$ cat src/rtl/multiplexor_pkg.sv
// Shared defaults and the data word type for the round-robin TDM multiplexer.
package multiplexor_pkg;
    localparam int ANCHO_DEF   = 8;
    localparam int CANALES_DEF = 8;
    localparam int SELW_DEF    = $clog2(CANALES_DEF);

    typedef logic [ANCHO_DEF-1:0] palabra_t;
endpackage

$ cat src/rtl/multiplexor_tdm_canal_retencion.sv
// One channel's holding register with its pending and sticky overwrite flags.
module canal_retencion
    import multiplexor_pkg::*;
#(
    parameter int ANCHO = ANCHO_DEF
) (
    input  logic             reloj,
    input  logic             reinicio_n,
    input  logic             v,
    input  logic [ANCHO-1:0] e,
    input  logic             emitir,
    input  logic             limpiar,
    output logic [ANCHO-1:0] retenido,
    output logic             pend,
    output logic             desb
);
    logic [ANCHO-1:0] hold_q, hold_d;
    logic             pend_q, pend_d;
    logic             desb_q, desb_d;
    logic             sobrescribe;

    // A write landing on the edge that emits this channel is a refill, not an overwrite.
    always_comb begin
        sobrescribe = v && pend_q && !emitir;
        hold_d      = v ? e : hold_q;
        pend_d      = v || (pend_q && !emitir);
        desb_d      = sobrescribe || (desb_q && !limpiar);
    end

    always_ff @(posedge reloj or negedge reinicio_n) begin
        if (!reinicio_n) begin
            hold_q <= '0;
            pend_q <= 1'b0;
            desb_q <= 1'b0;
        end else begin
            hold_q <= hold_d;
            pend_q <= pend_d;
            desb_q <= desb_d;
        end
    end

    assign retenido = hold_q;
    assign pend     = pend_q;
    assign desb     = desb_q;
endmodule

$ cat src/rtl/multiplexor_tdm.sv
// Round-robin TDM multiplexer: buffers one word per channel and emits one channel slot per enabled cycle.
module multiplexor_tdm
    import multiplexor_pkg::*;
#(
    parameter int ANCHO   = ANCHO_DEF,
    parameter int CANALES = CANALES_DEF,
    parameter int SELW    = SELW_DEF
) (
    input  logic                     reloj,
    input  logic                     reinicio_n,
    input  logic [CANALES*ANCHO-1:0] e,
    input  logic [CANALES-1:0]       v,
    input  logic                     habilitar,
    input  logic                     limpiar_desb,
    output logic [ANCHO-1:0]         dato_sal,
    output logic [SELW-1:0]          canal_sal,
    output logic                     valido_sal,
    output logic                     inicio_trama,
    output logic [CANALES-1:0]       pendiente,
    output logic [CANALES-1:0]       desborde
);
    logic [SELW-1:0]  ptr_q, ptr_d;
    logic [ANCHO-1:0] dato_q, dato_d;
    logic [SELW-1:0]  canal_q, canal_d;
    logic             valido_q, valido_d;
    logic             inicio_q, inicio_d;

    logic [ANCHO-1:0]   retenido [CANALES];
    logic [CANALES-1:0] emitir;

    for (genvar k = 0; k < CANALES; k++) begin : g_canal
        assign emitir[k] = habilitar && (ptr_q == SELW'(k)) && pendiente[k];

        canal_retencion #(
            .ANCHO(ANCHO)
        ) u_canal (
            .reloj     (reloj),
            .reinicio_n(reinicio_n),
            .v         (v[k]),
            .e         (e[k*ANCHO +: ANCHO]),
            .emitir    (emitir[k]),
            .limpiar   (limpiar_desb),
            .retenido  (retenido[k]),
            .pend      (pendiente[k]),
            .desb      (desborde[k])
        );
    end

    // The pointer visits every channel in turn; empty slots still consume a cycle.
    always_comb begin
        ptr_d    = ptr_q;
        dato_d   = dato_q;
        canal_d  = canal_q;
        valido_d = valido_q;
        inicio_d = inicio_q;
        if (habilitar) begin
            ptr_d    = ptr_q + 1'b1;
            canal_d  = ptr_q;
            valido_d = pendiente[ptr_q];
            dato_d   = pendiente[ptr_q] ? retenido[ptr_q] : '0;
            inicio_d = (ptr_q == '0);
        end
    end

    always_ff @(posedge reloj or negedge reinicio_n) begin
        if (!reinicio_n) begin
            ptr_q    <= '0;
            dato_q   <= '0;
            canal_q  <= '0;
            valido_q <= 1'b0;
            inicio_q <= 1'b0;
        end else begin
            ptr_q    <= ptr_d;
            dato_q   <= dato_d;
            canal_q  <= canal_d;
            valido_q <= valido_d;
            inicio_q <= inicio_d;
        end
    end

    assign dato_sal     = dato_q;
    assign canal_sal    = canal_q;
    assign valido_sal   = valido_q;
    assign inicio_trama = inicio_q;
endmodule

$ cat config.mk
export PLATFORM = sky130hd
export DESIGN_NAME = multiplexor_tdm
export DESIGN_NICKNAME = d
export VERILOG_FILES = /design/src/rtl/multiplexor_pkg.sv /design/src/rtl/multiplexor_tdm_canal_retencion.sv /design/src/rtl/multiplexor_tdm.sv
export SDC_FILE = /design/constraint.sdc
export NUM_CORES = 1
export LEC_CHECK = 0
export BUFFER_PORTS_ARGS = -buffer_cell sky130_fd_sc_hd__buf_2
export CORE_ASPECT_RATIO = 0.7
export CORE_MARGIN = 2
export CORE_UTILIZATION = 45
export CTS_CLUSTER_SIZE = 10
export DETAILED_ROUTE_END_ITERATION = 8
export PLACE_DENSITY = 0.69
export SETUP_SLACK_MARGIN = 0.1
export SLEW_MARGIN = 20
export SYNTH_ARGS = -nofsm -noshare
export SYNTH_HDL_FRONTEND = slang
export SYNTH_SLANG_ARGS = --single-unit
$ cat constraint.sdc
create_clock -name reloj -period 2.05 [get_ports reloj]
set_clock_uncertainty 0.2 [all_clocks]
set_input_delay 0.41 -clock reloj [delete_from_list [all_inputs] [get_ports reloj]]
set_output_delay 0.41 -clock reloj [all_outputs]
set_load 0.05 [all_outputs]
Word level (Yosys, flattened, before mapping). Cells that the tools add are included.

Bits in registers: 96.

Equal/unequal tests: 7. Reduce and logical (&&, ||, !) cells: 74. $add $sub $neg: 1. Bitwise logic cells: 1. Mux-type cells: 6. Order comparisons: 2.

Operators by type and width (count): logical AND 1 bit (48); binary-select mux 8 bit (select 3 bit) (1); 2-to-1 mux 8 bit (3); logical OR 1 bit (16); equality test 3 bit (second input constant) (4); zero test 1 bit (9); equality test 3 x 2 -> 1 bit (second input constant) (2); greater-or-equal comparator 4 bit (second input constant) (1); < comparator 3 x 4 -> 1 bit (second input constant) (1); NOT 3 -> 4 bit (1); adder 3 x 1 -> 3 bit (second input constant) (1); binary-select mux 1 bit (select 3 bit) (1); equality test 3 x 1 -> 1 bit (second input constant) (1); zero test 3 bit (1); 2-to-1 mux 1 bit (1).

Longest topological paths before layout.
Depth in word-level cells: 6. Depth in mapped cells: 7.

Hierarchy. Synthesis repeated with hierarchy kept, for this count alone.

Cell total of the unflattened synthesis: 284. Area total of the unflattened synthesis: 4550.6 µm².

Modules (own cells, without submodules): canal_retencion (sequential area each 250.2 µm², cells each 23, times used 8, area an instance 407.9 µm²); multiplexor_tdm (sequential area each 400.4 µm², cells each 100, times used 1, area an instance 1287.5 µm²).

Least setup slack after synthesis. Ideal clock, no wire load.

Path type: reg-to-reg. From: register ptr_q[1]. To: register dato_q[0] (netlist: dato_sal[0]). Data required time: 1713 ps. Data arrival time: 1417 ps. Path slack: 296 ps. Cell stages (with the launch flop): 5. Clock period less this slack: 1754 ps. Cells stage by stage: dfrtp_1 -> buf_6 -> mux4_2 -> a22oi_4 -> o22ai_1.

Cells in the longest elaborated chain, start to end: 5.

RTL lines: start, declared (line multiplexor_tdm.sv:22) `logic [SELW-1:0] ptr_q, ptr_d;`; start signal, assigned (line multiplexor_tdm.sv:73) `ptr_q <= ptr_d;`; NOT 3 -> 4 bit (not written as such) (line multiplexor_tdm.sv:60) `dato_d = pendiente[ptr_q] ? retenido[ptr_q] : '0;`; binary-select mux 8 bit (select 3 bit) (line multiplexor_tdm.sv:60); 2-to-1 mux 8 bit (not written as such) (2 in a row) (line multiplexor_tdm.sv:60); 2-to-1 mux 8 bit (*) (line multiplexor_tdm.sv:60); end signal, assigned (line multiplexor_tdm.sv:74) `dato_q <= dato_d;`; end, declared (line multiplexor_tdm.sv:23) `logic [ANCHO-1:0] dato_q, dato_d;`.

Mark *: on every way between the ends. The rest lies on a longest branch, timed or not. The select of a mux whose other input is x is not followed. A chain may end at the register's enable or synchronous reset.

Worst setup path in the final report.
From: register ptr_q[1]. To: register g_canal[7].u_canal.pend_q.

Cells in the longest elaborated chain, start to end: 6.

RTL lines: equality test 3 bit (line multiplexor_tdm.sv:32) `assign emitir[k] = habilitar && (ptr_q == SELW'(k)) && pendiente[k];`; logical AND 1 bit (2 in a row) (line multiplexor_tdm.sv:32); zero test 1 bit (line multiplexor_tdm_canal_retencion.sv:26) `pend_d = v || (pend_q && !emitir);`; logical AND 1 bit (line multiplexor_tdm_canal_retencion.sv:26); logical OR 1 bit (line multiplexor_tdm_canal_retencion.sv:26); named net g_canal[7].u_canal.pend_d (line multiplexor_tdm_canal_retencion.sv:18) `logic pend_q, pend_d;`; end signal, assigned (line multiplexor_tdm_canal_retencion.sv:37) `pend_q <= pend_d;`; end, declared (line multiplexor_tdm_canal_retencion.sv:18).

The timed path passes the listed nets, and every way through them passes these cells.

==> metrics.txt <==
DRT Pass-1 Iters=4; Die X=~120 um; post_cts resized=0; final WL=about 9.1 mm; slowest stage delay, CP=430 ps; CP endpoint kind=flip-flop; Clk pwr share=between 20% and 30%; Flop pwr share=38.5%; cts hold-fix bufs=1; Synth Register Bits=96; Die Area=approximately 0.010 mm2; sw power=about 0.0024 W; Hold WC Path Type=in2reg; Final nets=about 480; final setup margin=~240 ps; post-synthesis sequential area ratio=between 50% and 60%; startpoint types=flip-flop; leakage power=about 2.4 nW; max cap viols=0; H-tree depth=3; DRT iter0 DRCs=roughly 130; TritonCTS buffer count=9; synthesized area per cell=approximately 14 um2; CTS tree=yes; top cell type's share of synthesized area=a little under three fifths; Post-CTS Setup Bufs=0; FMAX=approximately 550 MHz; total grt overflow=0; Yosys Warn Count=0; VDD IR max=between 0.6 and 0.7 mV; vias=2638; Post-DRT Antenna Nets=0; CTS sink cnt=96; largest net degree at the start of global routing=30; Post-Synthesis Cells=~300; CTS clk-pin slew, worst paths=roughly 60 ps; Pint=0.00411 W; final hold vios=0; vias in the first global route=approximately 2800; DRC=0; number of port buffers=about 100; Synth area leader=dfrtp_1; Combinational Power Share=a little under two fifths; Via density=between 5 and 6; min-delay src=e[12]; switching share of power=between 30% and 40%; cell breakdown of the critical path=buf_4 -> ha_1 -> ha_1 -> a21boi_0 -> or2_2; final setup violating endpoints=0; TNS Setup=0 ps; syn nets=384; Crit Path Max Fanout=19; outcome=completed; initial antenna violation count=0; P&R area growth vs syn=20.1%; Slew HR=around three quarters; mapped cell area=0.00430 mm2; Critical Path Start=ptr_q[1]$_DFFE_PN0P_; Total GRT Usage=18.8%; worst path arrival time=around 1800 ps; Slowest-stage cell, CP=dfrtp_1; clk buf depth=2; power per cell area=around 1300 mW/mm2; Min Clock Period, post-route=1810 ps; wire per inst=between 15 and 20 um; Crit path top cell by count=ha_1; Final period util=88.2%; worst reg2reg path startpoint=ptr_q[1]$_DFFE_PN0P_; register area=roughly 0.0024 mm2; # fillers=797; Multi-input gate area=between 0.0015 and 0.002 mm2; Critical Path RT=just over 2000 ps; Placement Rows=29; pre-CTS setup slack=approximately 220 ps; Clock Latency Late Sink=roughly 340 ps; critical path type=reg2reg; Die Ht=between 80 and 90 um; # IOs=105; pins over their slew limit=0; fin util=56.2%; Placer Congestion=around 0.8; overall power=between 0.006 and 0.007 W; count of different cell masters after synthesis=24; RSZ-0062 raised after global routing=no; ant diodes=0; Detailed Place HPWL=roughly 6.8 mm; core area=0.00918 mm2; initial core utilization=46.8%; first-pass GRT wire length=between 10 and 15 mm; synth top area cells=dfrtp_1, mux2_2, mux4_2, buf_4, inv_1; worst slew pin tran=roughly 400 ps; clock root cell=clkbuf_16; share of cells above drive strength 1=approximately 54%
-- power groups by stage --
stage / sequential, W / combinational [W] / clock [W]
after floorplan: 0.00286 / 0.00157 / 0
after global placement: 0.00252 / 0.00246 / 0
after detailed placement: 0.00253 / 0.00249 / 0
after CTS: 0.00250 / 0.00249 / 0.00159
after global routing: 0.00254 / 0.00265 / 0.00166
final: 0.00249 / 0.00245 / 0.00153
-- worst max-delay path: cells and delay by family (launching register included) --
kind	cells	cell delay [ps]
adders and majority gates	2	370
and+or+nand+nor	1	280
AOI/OAI and AO/OA	1	90
buffers and inverters	1	320
DFF	1	430
-- path summary, 6_finish.rpt --
path	endpoint	slack, ps	cells past startpoint
max in group asynchronous	g_canal[1].u_canal.retenido[6]$_DFFE_PN0P_	770	3
max reg2reg	g_canal[7].u_canal.pend$_DFF_PN0_	240	5
min in group asynchronous	g_canal[4].u_canal.retenido[4]$_DFFE_PN0P_	350	2
max	g_canal[7].u_canal.pend$_DFF_PN0_	240	5
min	g_canal[1].u_canal.retenido[4]$_DFFE_PN0P_	100	2
min reg2reg	g_canal[6].u_canal.retenido[5]$_DFFE_PN0P_	300	1
-- cell type report --
cell class / instances / share of cell area [%]
timing repair buffer: 113 / 12.2
multi-input combinational: 148 / 31.1
clock inverter: 2 / 0.315
sequential: 96 / 46.5
tap: 124 / 3.00
inverter: 26 / 1.89
clock buffer: 12 / 4.97
-- per-layer routing --
metal  track usage (%)  part of all wire (%)  vias to the layer above
li1                  -                     -                     1225
met5                 0                     0                        -
met1              26.0                    47                     1326
met3              5.59                   5.4                        8
met4              3.81                  0.72                        0
met2              29.9                    47                       79
-- layout by cell type (no fill, tap or decap), drive strengths merged --
cell,instances
xor2,1
mux4,18
nand2,13
a21boi,2
clkinv,1
mux2i,9
dfrtp,96
o22ai,13
buf,112
inv,26
mux2,67
dlygate4sd3,1
nand3b,3
and2,1
or2,2
a22oi,1
clkbuf,12
a21o,1
ha,6
clkinvlp,1
nand3,4
nor2b,1
o21ai,6
-- synth_stat cells (all sizes together) --
master	n
o21ai	6
nand2	13
a21boi	2
buf	21
inv	26
or2	2
nand3	4
o22ai	13
mux2	67
xor2	1
a22oi	1
nor2b	1
nand3b	3
ha	6
a21o	1
clkbuf	11
dfrtp	96
mux4	18
and2	1
mux2i	9
-- registers in the layout, summed over array words and instances, names as in the netlist --
name                      cells
canal_sal                     3
dato_sal                      8
g_canal.u_canal.desb          8
g_canal.u_canal.pend          8
g_canal.u_canal.retenido     64
inicio_trama                  1
ptr_q                         3
valido_sal                    1
-- metrics by stage --
| stage | area (um2) | hold slack (ps) | std cells |
|---|---|---|---|
| finish | 5160 | 102 | 521 |
| global route | 5160 | 85.5 | 521 |
| CTS | 5160 | 88.6 | 521 |
| detailed placement | 4880 | 167 | 506 |
| global placement | 4880 | 167 | 506 |
| floorplan | 4300 | -85.6 | 302 |
-- cells by family after synthesis --
family	synth area share [%]
AND/OR/NAND/NOR	2.71
multiplexers	29.1
XOR/XNOR	0.204
AO/OA/AOI/OAI	3.61
buffers and inverters	6.81
flip-flops	55.9
adder cells (fa/ha/maj)	1.75
(Power assumes the default switching activity.)
